### src/rtl/imm_pkg.sv
// Shared immediate-format constants used by decode, the ALU source mux and the
// immediate extension pipeline.
package imm_pkg;

  localparam logic [1:0] MODE_SIGN  = 2'b00;
  localparam logic [1:0] MODE_ZERO  = 2'b01;
  localparam logic [1:0] MODE_UPPER = 2'b10;
  localparam logic [1:0] MODE_SHIFT = 2'b11;

  typedef enum logic [1:0] {
    ST_EMPTY = 2'b00,
    ST_ONE   = 2'b01,
    ST_TWO   = 2'b10
  } occ_e;

endpackage

### src/rtl/imm_ext_core.sv
// Combinational immediate formatter: sign / zero / upper / sign-extend-and-shift,
// with an overflow flag for significant bits lost by the shift.
module imm_ext_core
  import imm_pkg::*;
#(
  parameter int IN_W  = 16,
  parameter int OUT_W = 32,
  parameter int SHAMT = 2
) (
  input  logic [IN_W-1:0]  imm,
  input  logic [1:0]       mode,
  output logic [OUT_W-1:0] data,
  output logic             ovf
);

  logic signed [IN_W-1:0] imm_s;
  logic [OUT_W-1:0]       sext;
  logic [OUT_W-1:0]       zext;
  logic [OUT_W-1:0]       upper;
  logic [OUT_W-1:0]       shifted;
  logic                   lost;

  assign imm_s   = imm;
  assign sext    = OUT_W'(imm_s);
  assign zext    = OUT_W'(imm);
  assign shifted = sext << SHAMT;

  always_comb begin
    upper = '0;
    upper[OUT_W-1 -: IN_W] = imm;
  end

  // Bits pushed off the top must all match the surviving MSB, else the value changed.
  always_comb begin
    lost = 1'b0;
    for (int i = 0; i < SHAMT; i++) begin
      if (sext[OUT_W-1-i] != shifted[OUT_W-1]) lost = 1'b1;
    end
  end

  always_comb begin
    data = sext;
    ovf  = 1'b0;
    case (mode)
      MODE_SIGN:  data = sext;
      MODE_ZERO:  data = zext;
      MODE_UPPER: data = upper;
      MODE_SHIFT: begin
        data = shifted;
        ovf  = lost;
      end
      default:    data = sext;
    endcase
  end

endmodule

### src/rtl/imm_extend_pipe.sv
// Pipelined immediate extender: valid/ready handshake in front of a 2-entry
// skid buffer (output register + skid register) for full-rate backpressure.
//
// state    | meaning
// ---------+-----------------------------------------------
// ST_EMPTY | nothing buffered, ready to accept
// ST_ONE   | output register valid, still ready to accept
// ST_TWO   | output and skid registers full, not ready
module imm_extend_pipe
  import imm_pkg::*;
#(
  parameter int IN_W  = 16,
  parameter int OUT_W = 32,
  parameter int SHAMT = 2
) (
  input  logic             clk,
  input  logic             rst_n,
  input  logic             in_valid,
  output logic             in_ready,
  input  logic [IN_W-1:0]  in_imm,
  input  logic [1:0]       in_mode,
  output logic             out_valid,
  input  logic             out_ready,
  output logic [OUT_W-1:0] out_data,
  output logic             out_ovf
);

  occ_e           state, state_nx;
  logic [OUT_W:0] out_q, out_nx;
  logic [OUT_W:0] skid_q, skid_nx;
  logic [OUT_W:0] fmt;
  logic [OUT_W-1:0] fmt_data;
  logic           fmt_ovf;
  logic           accept, xfer;

  imm_ext_core #(
    .IN_W  (IN_W),
    .OUT_W (OUT_W),
    .SHAMT (SHAMT)
  ) u_core (
    .imm  (in_imm),
    .mode (in_mode),
    .data (fmt_data),
    .ovf  (fmt_ovf)
  );

  assign fmt       = {fmt_ovf, fmt_data};
  assign in_ready  = rst_n && (state != ST_TWO);
  assign out_valid = (state != ST_EMPTY);
  assign accept    = in_valid && in_ready;
  assign xfer      = out_valid && out_ready;
  assign out_data  = out_q[OUT_W-1:0];
  assign out_ovf   = out_q[OUT_W];

  always_ff @(posedge clk) begin
    if (!rst_n) begin
      state  <= ST_EMPTY;
      out_q  <= '0;
      skid_q <= '0;
    end else begin
      state  <= state_nx;
      out_q  <= out_nx;
      skid_q <= skid_nx;
    end
  end

  always_comb begin
    state_nx = state;
    out_nx   = out_q;
    skid_nx  = skid_q;
    case (state)
      ST_EMPTY: begin
        if (accept) begin
          out_nx   = fmt;
          state_nx = ST_ONE;
        end
      end
      ST_ONE: begin
        if (accept && xfer) begin
          out_nx = fmt;
        end else if (accept) begin
          skid_nx  = fmt;
          state_nx = ST_TWO;
        end else if (xfer) begin
          state_nx = ST_EMPTY;
        end
      end
      ST_TWO: begin
        if (xfer) begin
          out_nx   = skid_q;
          state_nx = ST_ONE;
        end
      end
      default: state_nx = ST_EMPTY;
    endcase
  end

endmodule

### config.mk
export PLATFORM = sky130hd
export DESIGN_NAME = imm_extend_pipe
export DESIGN_NICKNAME = d
export VERILOG_FILES = /design/src/rtl/imm_pkg.sv /design/src/rtl/imm_ext_core.sv /design/src/rtl/imm_extend_pipe.sv
export SDC_FILE = /design/constraint.sdc
export NUM_CORES = 1
export LEC_CHECK = 0
export CAP_MARGIN = 20
export CORE_MARGIN = 1.5
export CORE_UTILIZATION = 53
export DETAILED_ROUTE_END_ITERATION = 16
export PLACE_DENSITY = 0.79
export SETUP_SLACK_MARGIN = 0.5
export SLEW_MARGIN = 20
export SYNTH_ARGS = -nofsm -noshare
export SYNTH_HDL_FRONTEND = slang
export SYNTH_SLANG_ARGS = --single-unit
### constraint.sdc
create_clock -name clk -period 1.6 [get_ports clk]
set_input_delay 0.32 -clock clk [delete_from_list [all_inputs] [get_ports clk]]
set_output_delay 0.32 -clock clk [all_outputs]
set_load 0.03 [all_outputs]
==> impl_metrics.env, run 1 <==
export IMPL_viasPerCell=7.879
export IMPL_io_buffers=55
export IMPL_cp_common_cell="buf_6"
export IMPL_detail_route_first_pass_iterations=14
export IMPL_core_rowCount=29
export IMPL_core_um2=6314
export IMPL_insertion_delay_ns=0.37
export IMPL_cts_max_level=3
export IMPL_avgSynthCellArea_um2=8.695
export IMPL_cts_buffer_depth=2
export IMPL_path_clk_slew_ns=0.08
export IMPL_synthFlopType="dfxtp_1"
export IMPL_antenna_found_initial=1
export IMPL_leakage_nw=2.163
export IMPL_end_kind="flop"
export IMPL_ys_warn_count=0
export IMPL_route_detailed_drc=0
export IMPL_setup_viol_count_final=46
export IMPL_crit_path_cell_trace="buf_6 -> buf_6 -> buf_6 -> nand3b_1 -> nor2_4 -> buf_12 -> clkbuf_16 -> a311oi_1"
export IMPL_layout_min_cycle_time_ns=1.722
export IMPL_irDropWorstVdd_v=0.0007162
export IMPL_dpl_hpwl_um=6832
export IMPL_cts_tree="yes"
export IMPL_grt_pass1_wl_um=22170
export IMPL_synth_edf_count=0
export IMPL_worst_slack_ns=-0.1221
export IMPL_drive_above_1_share=0.5706
export IMPL_fin_crit_sh=1.076
export IMPL_p_clk_frac=0.296
export IMPL_powerDensity_nw_per_um2=780.7
export IMPL_status="complete, but fails checks"
export IMPL_power_frac_comb=0.319
export IMPL_startpoint_type="flop"
export IMPL_place_inst=531
export IMPL_cts_buffers=9
export IMPL_grt_ovfl_total=0
export IMPL_p_int_mw=3.081
export IMPL_hold_ws_ns=0.4860
export IMPL_worstSetupPathType="flop to flop"
export IMPL_wirelength_um=19420
export IMPL_slew_viol_final=0
export IMPL_synth_cell_types=37
export IMPL_hold_viol=0
export IMPL_maxCapViolCount=0
export IMPL_drtIter0Drc=730
export IMPL_area_delta_synth_final_pct=75.14
export IMPL_die_h_um=83.71
export IMPL_fillers=124
export IMPL_vias=4680
export IMPL_ant_nets=0
export IMPL_die_area_um2=7007
export IMPL_required_ns=1.83
export IMPL_gp_congestion=0.8785
export IMPL_arrival_ns=1.95
export IMPL_fmax_mhz=580.7
export IMPL_grt_pass1_vias=4088
export IMPL_ys_seq_area_frac=0.3827
export IMPL_seqPwrFrac=0.385
export IMPL_p_switching_mw=1.639
export IMPL_async_flop_share=0
export IMPL_finalClockSkew_ns=0.01117
export IMPL_fin_tns_setup_ns=-3.071
export IMPL_pin_count=57
export IMPL_wl_per_cell_um=32.70
export IMPL_switching_share=0.3472
export IMPL_critPathMaxFanout=6
export IMPL_cp_slowest_cell="dfxtp_2"
export IMPL_violations="negative setup slack"
export IMPL_initial_core_util=0.5468
export IMPL_fin_cells=594
export IMPL_min_path_type="flop to flop"
export IMPL_syn_num_nets=419
export IMPL_track_usage=0.4110
export IMPL_dieWidth_um=83.71
export IMPL_dpl_worst_slack_ns=-0.3870
export IMPL_syn_inst=397
export IMPL_rsz0062_at_grt="true"
export IMPL_root_buffer="clkbuf_8"
export IMPL_slowest_delay_ns=0.33
export IMPL_antenna_cells=0
export IMPL_postLayoutCoreUtil=0.9576
export IMPL_nNetsFinal=534
export IMPL_netlist_area_um2=3452
export IMPL_grt_max_degree=25
export IMPL_mostFrequentLayoutCells="51 x buf_4, 46 x buf_6, 38 x a21oi_1"
export IMPL_clock_sinks=66
export IMPL_ys_ff_latch=66
export IMPL_layout_cells_most_common="buf_4"
-- path summary, 6_finish.rpt --
check	endpoint	depth (start not counted)	start	slack (ns)
worst max register to register	skid_q[28]	8	state[1]	-0.12
worst min register to register	out_q[9]	2	out_q[9]	0.49
worst max-delay path	skid_q[28]	8	state[1]	-0.12
worst min-delay path	out_q[9]	2	out_q[9]	0.49
-- cell usage after synthesis, drive strengths merged (2+ instances only) --
cell | n | area share
and2 | 2 | 0.0036
nand3b | 2 | 0.0043
a21oi | 48 | 0.070
nand3 | 2 | 0.0029
o21a | 3 | 0.0087
buf | 30 | 0.054
a221oi | 18 | 0.046
o21ai | 46 | 0.067
nand2 | 4 | 0.0043
nor2 | 4 | 0.0043
clkbuf | 16 | 0.017
dfxtp | 66 | 0.38
a311oi | 15 | 0.038
nand2b | 4 | 0.0080
mux2i | 2 | 0.0058
o32ai | 29 | 0.10
inv | 34 | 0.037
a211oi | 28 | 0.061
and3b | 2 | 0.0051
nor2b | 33 | 0.060
-- through the flow --
stage | area (um2) | power (mW)
detailed placement | 4572 | 2.812
global route | 6046 | 4.791
global placement | 4572 | 2.788
floorplan | 3802 | 2.455
finish | 6046 | 4.720
CTS | 5504 | 4.358
-- repair_timing --
action | CTS | global route
resized for setup | 328 | 86
pin swaps | 13 | 26
setup endpoints to repair | 100 | 100
setup buffers | 23 | 10
hold buffers | 0 | 0
cloned | 8 | 6
-- metal layers --
metal	vias up	share of wire	global-route usage
li1	1731	-	-
met1	2171	0.33	0.4928
met2	536	0.43	0.6723
met3	242	0.14	0.08902
met4	0	0.10	0.2504
met5	-	0	0
-- final cells by class --
| cell class | instances | area [um2] | share of cell area |
|---|---|---|---|
| clock buffer | 14 | 172.7 | 0.02856 |
| clock inverter | 2 | 10.01 | 0.001656 |
| inverter | 34 | 127.6 | 0.02111 |
| multi-input combinational | 254 | 2549 | 0.4216 |
| sequential | 66 | 1366 | 0.2260 |
| tap | 77 | 96.34 | 0.01594 |
| timing repair buffer | 147 | 1724 | 0.2852 |
-- cells by family (layout without fill, tap and decap cells) --
family | after synthesis | count (layout) | synth area share
AO/OA/AOI/OAI | 190 | 193 | 0.3972
XOR/XNOR | 1 | 1 | 0.002538
buffers and inverters | 80 | 197 | 0.1087
flip-flops | 66 | 66 | 0.3827
multiplexers | 3 | 3 | 0.009061
other | 1 | 1 | 0.001086
AND/OR/NAND/NOR | 56 | 56 | 0.09859
-- critical path: cells and delay by family, from the launching register on --
family / cells / cell delay, ns
buffers and inverters: 5 / 0.67
and+or+nand+nor: 2 / 0.47
DFF: 1 / 0.33
AOI/OAI and AO/OA: 1 / 0.10
-- power by group through the flow --
| stage | registers (mW) | logic, mW | clock network [mW] |
|---|---|---|---|
| after floorplan | 1.91 | 0.543 | 0 |
| after global placement | 1.80 | 0.986 | 0 |
| after detailed placement | 1.81 | 1.01 | 0 |
| after CTS | 1.79 | 1.24 | 1.33 |
| after global routing | 1.82 | 1.52 | 1.46 |
| final | 1.82 | 1.51 | 1.40 |
-- state kept, by name, indices dropped and copies added, names as in the netlist --
name    flops
state       2
out_q      32
skid_q     32
No activity file was read; power rests on OpenSTA's default activity.
==> inputs of run 2 (changes only) <==
--- a/config.mk
+++ b/config.mk
@@ -10,8 +10,8 @@
 export CORE_UTILIZATION = 53
 export DETAILED_ROUTE_END_ITERATION = 16
 export PLACE_DENSITY = 0.79
+export RECOVER_POWER = 50
 export SETUP_SLACK_MARGIN = 0.5
-export SLEW_MARGIN = 20
 export SYNTH_ARGS = -nofsm -noshare
 export SYNTH_HDL_FRONTEND = slang
 export SYNTH_SLANG_ARGS = --single-unit
==> impl_metrics.env, run 2 (synthesis gave the netlist of run 1 again) <==
export IMPL_status="complete, but fails checks"
export IMPL_violations="negative setup slack"
export IMPL_layout_cells_most_common="buf_4"
export IMPL_layout_min_cycle_time_ns=1.733
export IMPL_cts_buffer_depth=2
export IMPL_cts_hold_buf=0
export IMPL_holdPathEnd="out_q[18]"
export IMPL_power_mw=4.697
export IMPL_wirelength_um=19450
export IMPL_critPathMaxFanout=15
export IMPL_root_buffer="clkbuf_8"
export IMPL_arrival_ns=1.99
export IMPL_grt_ovfl_total=0
export IMPL_cts_buffers=9
export IMPL_die_h_um=83.71
export IMPL_powerDensity_nw_per_um2=786.0
export IMPL_vias=4676
export IMPL_required_ns=1.85
export IMPL_clock_sinks=66
export IMPL_cts_tree="yes"
export IMPL_route_detailed_drc=0
export IMPL_worstSetupPathType="input pin to flop"
export IMPL_seq_area_um2=1364
export IMPL_track_usage=0.4110
export IMPL_irDropWorstVdd_v=0.0007079
export IMPL_min_path_type="flop to flop"
export IMPL_antenna_cells=0
export IMPL_drive_above_1_share=0.5493
export IMPL_setup_viol_count_final=46
export IMPL_rsz0062_at_grt="true"
export IMPL_r2r_end="skid_q[25]"
export IMPL_leakage_nw=2.117
export IMPL_end_kind="flop"
export IMPL_gp_congestion=0.8785
export IMPL_detail_route_first_pass_iterations=11
export IMPL_hold_viol=0
export IMPL_top_regs="out_q: 32 flops, skid_q: 32 flops, state: 2 flops"
export IMPL_drtIter0Drc=688
export IMPL_hold_depth=2
export IMPL_initial_core_util=0.5468
export IMPL_dieWidth_um=83.71
export IMPL_slew_viol_final=0
export IMPL_hp_start="out_q[18]"
export IMPL_crit_path_cell_trace="dlygate4sd2_1 -> buf_12 -> buf_1 -> buf_4 -> nor2_2 -> nand2_2 -> a311oi_1"
export IMPL_multi_input_area_um2=2549
export IMPL_fmax_mhz=577.0
export IMPL_core_um2=6314
export IMPL_pin_count=57
export IMPL_cts_max_level=3
export IMPL_die_area_um2=7007
export IMPL_grt_pass1_vias=4088
export IMPL_ff2ff_path_depth=8
export IMPL_fillers=140
export IMPL_dpl_hpwl_um=6832
export IMPL_grt_max_degree=25
export IMPL_startpoint_type="input pin"
export IMPL_maxCapViolCount=0
export IMPL_core_rowCount=29
export IMPL_cp_slowest_cell="a311oi_1"
export IMPL_path_clk_slew_ns=0.08
export IMPL_finalClockSkew_ns=0.008370
export IMPL_place_area_um2=4572
export IMPL_area_delta_synth_final_pct=73.11
export IMPL_rrSetupSlack_ns=-0.13
export IMPL_fin_tns_setup_ns=-3.203
export IMPL_io_buffers=55
export IMPL_mostFrequentLayoutCells="51 x buf_4, 38 x a21oi_1, 37 x buf_6"
export IMPL_viasPerCell=7.872
export IMPL_design_area_um2=5976
export IMPL_worst_slack_ns=-0.1330
export IMPL_insertion_delay_ns=0.37
export IMPL_wl_per_cell_um=32.74
export IMPL_fin_crit_sh=1.083
export IMPL_antenna_found_initial=1
export IMPL_ant_nets=0
export IMPL_grt_pass1_wl_um=22170
export IMPL_rr_startpoint="state[1]"
export IMPL_nNetsFinal=534
export IMPL_slowest_delay_ns=0.45
run 2: cell count changes in the layout (fill, tap and decap cells not counted), sizes merged:
cell    before  now
buf        119  110
clkbuf      19   28
run 2: through the flow:
step	util	cells	hold slack (ns)	setup slack (ns)
floorplan	-	397	0.4493	0.3545
finish	0.9465	594	0.4860	-0.1330
CTS	0.8718	578	0.4597	0.04214
global placement	0.7241	531	0.4452	-0.2650
global route	0.9465	594	0.5096	-0.1324
detailed placement	0.7241	531	0.4435	-0.3870
run 2: area by class of cell:
| class | count | area share |
|---|---|---|
| Multi-Input combinational cell | 254 | 0.4265 |
| Timing Repair Buffer | 147 | 0.2772 |
| Sequential cell | 66 | 0.2282 |
| Clock buffer | 14 | 0.02889 |
| Inverter | 34 | 0.02136 |
| Tap cell | 77 | 0.01612 |
| Clock inverter | 2 | 0.001675 |
run 2: report_power, final:
part / switching, mW / internal, mW
registers: 0.0765 / 1.73
clock network: 0.715 / 0.687
logic: 0.848 / 0.636
run 2: worst max-delay path: cells and delay by family:
kind,cells,cell delay (ns)
AOI/OAI and AO/OA,1,0.45
buffers and inverters,4,0.74
and+or+nand+nor,2,0.46
run 2: worst max path at each step:
stage / startpoint / endpoint / slack (ns)
2_1_floorplan: state[1] / out_q[17] / 0.35
3_3_place_gp: in_mode[0] / out_q[19] / -0.26
3_5_place_dp: in_mode[1] / out_q[27] / -0.39
4_1_cts: state[1] / in_ready / 0.04
5_1_grt: in_mode[0] / skid_q[30] / -0.13
6_report: in_mode[0] / skid_q[25] / -0.13
run 2: routing by layer:
metal	track usage	part of all wire
met1	0.4928	0.32
met2	0.6723	0.42
met3	0.08902	0.14
met5	0	0
met4	0.2504	0.11
run 2: what timing repair did:
action,4_1_cts,5_1_grt
resized for setup,328,86
setup endpoints to repair,100,100
buffers inserted,23,10
pin swaps,13,26
cloned,8,6
